--- src/rtl/conv_encoder_pkg.sv ---
// Shared trellis definition for the convolutional encoder and its matching decoder.
// Holds code geometry (K_IN/N_OUT/MEM), frame sizing, generator masks and FSM state type.
// Ports: none (package).
package conv_encoder_pkg;

   localparam int CONV_K_IN       = 2;
   localparam int CONV_N_OUT      = 3;
   localparam int CONV_MEM        = 2;
   localparam int TRACEBACK_DEPTH = 16;
   localparam int FRAME_STEPS     = TRACEBACK_DEPTH;

   localparam int CONV_STATE_W = CONV_K_IN * CONV_MEM;
   localparam int CONV_REG_W   = CONV_K_IN * (CONV_MEM + 1);
   localparam int FRAME_BITS   = FRAME_STEPS * CONV_K_IN;
   localparam int FRAME_SYMS   = FRAME_STEPS + CONV_MEM;
   localparam int CNT_W        = $clog2(FRAME_SYMS);

   // GEN[j] drives symbol bit j. Packed-array concatenation puts the
   // leftmost mask at the highest index, so GEN[0] = 6'b110101.
   typedef logic [CONV_N_OUT-1:0][CONV_REG_W-1:0] gen_t;
   localparam gen_t CONV_GEN = {6'b011011, 6'b101110, 6'b110101};

   typedef enum logic [1:0] {
      IDLE = 2'd0,
      ENC  = 2'd1,
      TAIL = 2'd2
   } enc_state_t;

endpackage

--- src/rtl/conv_enc_sym.sv ---
// Trellis output function: maps current input u and shift-register state s to one coded symbol.
// Latency: purely combinational. Backpressure: none (no state, no handshake).
// Ports: u (K_IN input bits), s (K_IN*MEM state bits, newest input in MSBs), sym (N_OUT coded bits).
module conv_enc_sym
   import conv_encoder_pkg::*;
#(
   parameter gen_t GEN = CONV_GEN
) (
   input  logic [CONV_K_IN-1:0]    u,
   input  logic [CONV_STATE_W-1:0] s,
   output logic [CONV_N_OUT-1:0]   sym
);

   logic [CONV_REG_W-1:0] r;

   assign r = {u, s};

   always_comb begin
      sym = '0;
      for (int j = 0; j < CONV_N_OUT; j++) begin
         sym[j] = ^(r & GEN[j]);
      end
   end

endmodule

--- src/rtl/conv_encoder.sv ---
// Frame convolutional encoder: loads FRAME_STEPS input pairs, emits data symbols then MEM zero-tail symbols.
// Latency: first symbol valid the cycle after an accepted i_start; one symbol per cycle with i_sym_ready high.
// Backpressure: o_sym/o_sym_valid are registered and hold while i_sym_ready=0; state advances only on handshake.
// Ports: clk, rst (sync, active-high); i_start/i_data frame load gated by o_ready;
//        o_sym/o_sym_valid/i_sym_ready symbol handshake; o_done pulses after the last tail symbol.
module conv_encoder
   import conv_encoder_pkg::*;
(
   input  logic                  clk,
   input  logic                  rst,
   input  logic                  i_start,
   input  logic [FRAME_BITS-1:0] i_data,
   output logic                  o_ready,
   output logic [CONV_N_OUT-1:0] o_sym,
   output logic                  o_sym_valid,
   input  logic                  i_sym_ready,
   output logic                  o_done
);

   localparam logic [CNT_W-1:0] LAST_DATA = CNT_W'(FRAME_STEPS - 1);
   localparam logic [CNT_W-1:0] LAST_SYM  = CNT_W'(FRAME_SYMS - 1);

   enc_state_t              st;
   logic [FRAME_BITS-1:0]   data_q;
   logic [CONV_STATE_W-1:0] enc_s;
   logic [CNT_W-1:0]        cnt;

   logic                    hs;
   logic [CONV_STATE_W-1:0] s_adv;
   logic [CONV_K_IN-1:0]    sym_u;
   logic [CONV_STATE_W-1:0] sym_s;
   logic [CONV_N_OUT-1:0]   sym_next;
   logic                    unused_state_lsbs;

   assign hs = o_sym_valid & i_sym_ready;

   // data_q[K-1:0] always holds the input of the symbol currently on o_sym;
   // s_adv is the state after that step is handshaked.
   assign s_adv = {data_q[CONV_K_IN-1:0], enc_s[CONV_STATE_W-1:CONV_K_IN]};

   // The registered symbol is one step ahead of the state: at load time the
   // first step is encoded from i_data with a zero state, afterwards the next
   // step is encoded from the advanced state. Zeros shift into data_q, which
   // supplies the all-zero tail inputs for free.
   always_comb begin
      sym_u = data_q[2*CONV_K_IN-1:CONV_K_IN];
      sym_s = s_adv;
      if (st == IDLE) begin
         sym_u = i_data[CONV_K_IN-1:0];
         sym_s = '0;
      end
   end

   // The oldest input pair only contributes to the symbol already registered,
   // so it is never read again before being shifted out.
   assign unused_state_lsbs = ^enc_s[CONV_K_IN-1:0];

   conv_enc_sym #(
      .GEN (CONV_GEN)
   ) u_sym (
      .u   (sym_u),
      .s   (sym_s),
      .sym (sym_next)
   );

   always_ff @(posedge clk) begin
      if (rst) begin
         st          <= IDLE;
         o_ready     <= 1'b1;
         o_sym       <= '0;
         o_sym_valid <= 1'b0;
         o_done      <= 1'b0;
         enc_s       <= '0;
         cnt         <= '0;
         data_q      <= '0;
      end else begin
         o_done <= 1'b0;
         case (st)
            IDLE: begin
               if (i_start) begin
                  data_q      <= i_data;
                  enc_s       <= '0;
                  cnt         <= '0;
                  o_sym       <= sym_next;
                  o_sym_valid <= 1'b1;
                  o_ready     <= 1'b0;
                  st          <= ENC;
               end
            end
            ENC, TAIL: begin
               if (hs) begin
                  enc_s  <= s_adv;
                  data_q <= {{CONV_K_IN{1'b0}}, data_q[FRAME_BITS-1:CONV_K_IN]};
                  cnt    <= cnt + 1'b1;
                  if (st == TAIL && cnt == LAST_SYM) begin
                     st          <= IDLE;
                     o_sym       <= '0;
                     o_sym_valid <= 1'b0;
                     o_ready     <= 1'b1;
                     o_done      <= 1'b1;
                  end else begin
                     o_sym <= sym_next;
                     if (st == ENC && cnt == LAST_DATA) begin
                        st <= TAIL;
                     end
                  end
               end
            end
            default: begin
               st <= IDLE;
            end
         endcase
      end
   end

endmodule

--- config.mk ---
export PLATFORM = sky130hd
export DESIGN_NAME = conv_encoder
export DESIGN_NICKNAME = d
export VERILOG_FILES = /design/src/rtl/conv_encoder_pkg.sv /design/src/rtl/conv_enc_sym.sv /design/src/rtl/conv_encoder.sv
export SDC_FILE = /design/constraint.sdc
export NUM_CORES = 1
export LEC_CHECK = 0
export ABC_AREA = 1
export BUFFER_PORTS_ARGS = -buffer_cell sky130_fd_sc_hd__clkbuf_2
export CAP_MARGIN = 25
export CELL_PAD_IN_SITES_DETAIL_PLACEMENT = 1
export CELL_PAD_IN_SITES_GLOBAL_PLACEMENT = 2
export CORE_ASPECT_RATIO = 0.8
export CORE_MARGIN = 4
export CORE_UTILIZATION = 31
export CTS_BUF_LIST = sky130_fd_sc_hd__clkbuf_16
export DETAILED_ROUTE_END_ITERATION = 10
export HOLD_SLACK_MARGIN = 0.05
export PLACE_DENSITY = 0.82
export SETUP_SLACK_MARGIN = 0.15
export SLEW_MARGIN = 10
export SYNTH_ARGS = -nofsm -noshare
export SYNTH_HDL_FRONTEND = slang
export SYNTH_HIERARCHICAL = 1
export SYNTH_SLANG_ARGS = --single-unit
export TNS_END_PERCENT = 5
--- constraint.sdc ---
create_clock -name clk -period 2.1 [get_ports clk]
set_input_delay 0.315 -clock clk [delete_from_list [all_inputs] [get_ports clk]]
set_output_delay 0.315 -clock clk [all_outputs]
set_load 0.01 [all_outputs]
## Word-level counts from Yosys, hierarchy flattened

Cells that the tools add are included.

| word-level totals | value |
|---|---|
| register bits | 49 |
| output and inout bits | 6 |
| logic and storage cells | 61 |

| operators by class | value |
|---|---|
| add/sub/neg operators | 1 |
| eq/ne operators | 8 |
| multiplexer cells | 29 |
| bitwise logic cells | 3 |
| reductions and logical operators | 12 |

Operators with widths:

| cell | number |
|---|---|
| 2-to-1 mux 32 bit | 2 |
| case mux 32 bit (2 select lines) | 1 |
| parity 6 bit | 3 |
| 2-to-1 mux 4 bit | 3 |
| 2-to-1 mux 2 bit | 5 |
| 2-to-1 mux 5 bit | 2 |
| case mux 5 bit (2 select lines) | 1 |
| 2-to-1 mux 3 bit | 3 |
| case mux 4 bit (2 select lines) | 1 |
| 2-to-1 mux 1 bit | 7 |
| inequality test 2 bit, second input constant | 3 |
| case mux 3 bit (2 select lines) | 1 |
| AND reduction 3 bit | 2 |
| adder 5 x 1 -> 5 bit, second input constant | 1 |
| == test 5 x 4 -> 1 bit, second input constant | 1 |
| == test 5 bit, second input constant | 1 |
| case mux 1 bit (2 select lines) | 2 |
| case mux 2 bit (2 select lines) | 1 |
| AND reduction 4 bit | 1 |
| inequality test 3 bit, second input constant | 1 |
| OR reduction 3 bit | 1 |
| == test 2 x 1 -> 1 bit, second input constant | 1 |
| == test 2 bit, second input constant | 1 |
| logical AND 1 bit | 2 |
| 5 further kinds | 6 |

## Logic depth before layout (Yosys ltp)

| depth | value |
|---|---|
| depth in word-level cells | 6 |
| depth in mapped cells | 12 |

## Modules after synthesis

The synthesis kept the hierarchy.

Modules (own cells, without submodules):

| module | instances | cells each | area each (µm²) |
|---|---|---|---|
| conv_encoder | 1 | 307 | 2343.5 |
| conv_enc_sym | 1 | 47 | 186.4 |

## Worst setup path after synthesis

No wires, ideal clock.

| timing | value |
|---|---|
| path kind | reg2reg |
| from | register st[0] |
| to | register o_sym[0] |
| library setup time | 0.116 ns |
| data arrival time | 1.550 ns |
| data required time | 1.984 ns |
| slack | 0.434 ns |
| cell stages (with the launch flop) | 12 |
| path buffers | 1 |
| cells stage by stage | dfxtp_1 inv_1 ha_1 buf_6 o21ai_0 inv_1 nand2_1 nand2_1 nand2_1 nand2_1 nand2_1 a21oi_1 |

| between the ends | value |
|---|---|
| longest elaborated chain between the ends | 6 |
| elaborated cells on any way between the ends | 16 |
| those cells by class | 4 x eq/ne; 6 x mux; 6 x reduce/logical |

Ends and longest elaborated chain:

| item | RTL line | RTL |
|---|---|---|
| start, declared | conv_encoder.sv:23 | `enc_state_t st;` |
| start signal, assigned | conv_encoder.sv:68 | `st <= IDLE;` |
| start signal, assigned | conv_encoder.sv:87 | `st <= ENC;` |
| start signal, assigned | conv_encoder.sv:96 | `st <= IDLE;` |
| zero test 2 bit (*) | conv_encoder.sv:48 | `if (st == IDLE) begin` |
| 2-to-1 mux 2 bit (*) | conv_encoder.sv:48 |  |
| net sym_u[0] | conv_encoder.sv:30 | `logic [CONV_K_IN-1:0] sym_u;` |
| parity 6 bit (*) | conv_enc_sym.sv:21 | `sym[j] = ^(r & GEN[j]);` |
| net sym_next[0] | conv_encoder.sv:32 | `logic [CONV_N_OUT-1:0] sym_next;` |
| 2-to-1 mux 3 bit | conv_encoder.sv:95 | `if (st == TAIL && cnt == LAST_SYM) begin` |
| 2-to-1 mux 3 bit | conv_encoder.sv:91 | `if (hs) begin` |
| case mux 3 bit (2 select lines) (*) | conv_encoder.sv:78 | `case (st)` |
| end signal, assigned | conv_encoder.sv:84 | `o_sym <= sym_next;` |
| end signal, assigned | conv_encoder.sv:102 | `o_sym <= sym_next;` |
| end, declared | conv_encoder.sv:14 | `output logic [CONV_N_OUT-1:0] o_sym,` |

Mark *: on every way through the listed nets, which the timed path passes. The rest lies on a longest branch. The select of a mux whose other input is x is not followed.
A chain may end at the register's enable or synchronous reset.

## Worst setup path after layout

| timing | value |
|---|---|
| from | register st[0] |
| to | register data_q[22] |

| between the ends | value |
|---|---|
| longest elaborated chain between the ends | 4 |
| elaborated cells on any way between the ends | 9 |
| those cells by class | 4 x eq/ne; 1 x mux; 4 x reduce/logical |

Ends and longest elaborated chain:

| item | RTL line | RTL |
|---|---|---|
| == test 2 bit or == test 2 x 1 -> 1 bit (tied branches) | conv_encoder.sv:78 |  |
| OR reduction 2 bit | conv_encoder.sv:78 |  |
| inequality test 2 bit (no line) or nonzero test 2 bit (tied branches) | -- |  |
| AND reduction 3 bit (no line) | -- |  |
| end signal, assigned | conv_encoder.sv:81 | `data_q <= i_data;` |
| end signal, assigned | conv_encoder.sv:93 | `data_q <= {{CONV_K_IN{1'b0}}, data_q[FRAME_BITS-1:CONV_K_IN]};` |
| end, declared | conv_encoder.sv:24 | `logic [FRAME_BITS-1:0] data_q;` |

Parallel ways exist; a longest one is shown, timed or not.

==> key figures <==
Floorplan
  – Core area: around 7900 µm²
  – Row count: 29
  – Die Y: 88.8 µm
  – Ports: 42
  – Chip Width: 109 µm
  – Die ar.: 9680 µm²
  – Initial core utilization: around a third

Layout
  – Layout Cells excl Fill: 499
  – Area delta synth->final: 18.1%
  – N_diodes: 0
  – Commonest non-fill, non-tap cells in the layout: nand2_1 (126), dfxtp_1 (47), clkbuf_2 (41)
  – Layout Nets: between 400 and 500
  – Fraction of layout cells with a size suffix above 1: about 17%
  – Commonest non-fill, non-tap cell in the layout: nand2_1
  – Final instance area: 2990 µm²
  – Fill cell total of the finished layout: 1,010

Timing
  – Final Setup Violations: 0
  – Clock skew: 1.88 ps
  – Crit share post-route: between 80% and 90%
  – TNS Setup: 0 ps
  – Slew Limit Fails: 0
  – Unrepaired setup endpoints after global routing: false
  – FMAX: 594 MHz
  – Worst-Margin Slew: 400 ps
  – Final Hold Fails: 0
  – Final setup margin: 417 ps
  – Max-slew headroom: 73.3%
  – Crit path time final: around 1700 ps

Critical path
  – Crit-path max cell delay: ~340 ps
  – Register-to-Register Path Depth: 8
  – WP data required: between 2000 and 2500 ps
  – Crit end category: flip-flop
  – Critical Path Source: st[0]
  – CP max FO: 14
  – Flop2flop setup slack: 420 ps
  – Setup crit start kind: flip-flop
  – CP dominant cell by count: nand2_4
  – CP Data Arrival Time: about 1900 ps
  – R2r endpoint: data_q[22]
  – R2R Path Start: st[0]
  – Slowest cell on the critical path: dfxtp_1
  – Worst-path cell chain: inv_1 -> ha_4 -> nand2_4 -> nand2_4 -> nor2_8 -> buf_4 -> nand3_1 -> o211a_1
  – WS Path Type: reg -> reg

Placed design
  – Placer Congestion: 0.746
  – Placed Instances: 492
  – Dpl cell area: 2820 µm²
  – Pre-CTS WS: 84.5 ps
  – IO buf count: 41
  – Dpl hpwl: roughly 4700 µm

Clocking
  – CTS Hold Bufs: 0
  – H-tree lvl count: 2
  – Post_cts resized: 1
  – Clock Sinks: 47
  – Setup bufs post-CTS: 0
  – TritonCTS Buffers: 5
  – Clk root buf: clkbuf_16
  – CTS max path bufs: 2
  – Clk Latency, worst-skew pair: 280 ps
  – Reg clk slew, reported paths: 60 ps
  – CTS tree: yes

Drt
  – Post-Route WL: 6310 µm
  – Post-route ant nets: 0
  – First DRT Iteration DRCs: 56
  – TritonRoute pass-1 iters: 4
  – Avg WL per Cell: 12.6 µm
  – Vias: between 2,000 and 2,500
  – Vias/cell: 4.63
  – DR DRC count: 0

GRT
  – Vias in the first global route: about 2,300
  – Initial antenna violation count: 0
  – Largest net degree at the start of global routing: 29
  – First-pass GRT wire length: 10,800 µm
  – Total gr overflow: 0
  – Tot GR Track Use: 14.1%

Synth
  – Most used DFF post-synth: dfxtp_1
  – #FFs+latches synth: 47
  – Post-Syn Area: 2530 µm²
  – EDFF count, synth: 0
  – Main area contributors after synthesis: dfxtp_1 (37%), nand2_1 (19%), o211a_1 (8.7%)
  – Syn_area_per_cell: between 7 and 8 µm²
  – Post-Syn Instances: 354
  – YS warnings: 6
  – Yosys top cell area share: a little under two fifths
  – Area leader, netlist: dfxtp_1
  – Asr flop ratio synth: 0%
  – Post-synth cell types: 23
  – Share of the yosys chip area belonging to registers: 37.2%
  – Syn nets: 397

Min path
  – Hold endpoint: data_q[30]
  – Hold Path Stages: 3
  – Worst hold path class: in -> reg
  – Hold Path Origin: i_data[30]

Flow run
  – Max cap viols: 0

Status
  – Status: finished clean

Power
  – Peak VDD IR: 524 µV
  – Power density cells: between 1000 and 1500 nW/µm²
  – Leak: 1.54 nW
[cell families (layout without fill, tap and decap cells)]
kind of cell	after synthesis	count (layout)	synth area share (%)
simple gates	187	187	32.3
xor+xnor	2	2	0.693
compound gates	59	59	16.1
fa+ha+maj	7	7	3.46
buf+inv	52	89	10.2
flops	47	47	37.2
[cell type report]
| type | count | area [µm²] | area share, % |
|---|---|---|---|
| flip-flops and latches | 47 | 941 | 31.5 |
| inverters | 31 | 116 | 3.89 |
| clock inverters | 2 | 33.8 | 1.13 |
| multi-input cells | 255 | 1340 | 45.0 |
| clock buffers | 5 | 125 | 4.19 |
| well taps | 108 | 135 | 4.52 |
| repair buffers | 51 | 293 | 9.80 |
[how the worst max path moves through the flow]
stage	endpoint	slack [ps]	depth (start not counted)
after global placement	o_sym[1]	190	10
final	data_q[22]	420	8
after floorplan	o_sym[0]	430	11
after detailed placement	o_sym[1]	80	10
after global routing	o_sym[0]	230	11
after CTS	o_sym[0]	80	10
[metrics by stage]
step | util (%) | hold slack (ps) | power [mW]
after floorplan | - | 384 | 3.19
after global placement | 35.4 | 437 | 3.58
after detailed placement | 35.4 | 444 | 3.63
after CTS | 37.4 | 294 | 4.52
after global routing | 37.6 | 305 | 4.90
final | 37.6 | 300 | 4.48
[cells in the mapped netlist (2+ instances only)]
cell / instances
buf_6: 6
clkbuf_1: 7
nand4_1: 2
nor2_1: 21
buf_4: 3
buf_2: 5
o211a_1: 22
o21ai_0: 8
nand2_1: 126
o21ai_1: 8
inv_1: 29
a21oi_1: 20
nor3_1: 2
ha_1: 7
dfxtp_1: 47
nand2_4: 3
xnor2_1: 2
nor2_8: 2
nand3_1: 30
[critical path: cells and delay by family, from the launching register on]
kind                       cells  cell delay, ps
AOI/OAI and AO/OA              1             120
and+or+nand+nor                4             480
adders and majority gates      1             300
buffers and inverters          2             330
DFF                            1             340
[where the power goes]
part	leakage (nW)	total, mW	internal (mW)	switching (mW)
Combinational	1.07	2.29	0.868	1.42
Clock	0.0811	0.866	0.551	0.315
Sequential	0.387	1.33	1.18	0.144
[state kept, by name (all words and copies together), names as in the netlist]
register,cells
o_sym_valid,1
st,2
o_ready,1
o_sym,3
enc_s,2
o_done,1
data_q,32
cnt,5
[per-layer routing]
layer | up-vias | global-route usage, % | share of wire [%]
met5 | - | 0 | 0
met3 | 2 | 2.99 | 4.4
met1 | 1065 | 19.1 | 51
li1 | 1210 | - | -
met2 | 34 | 23.2 | 44
met4 | 0 | 2.75 | 0.46
Note: power is estimated with default switching activity, not from simulation.
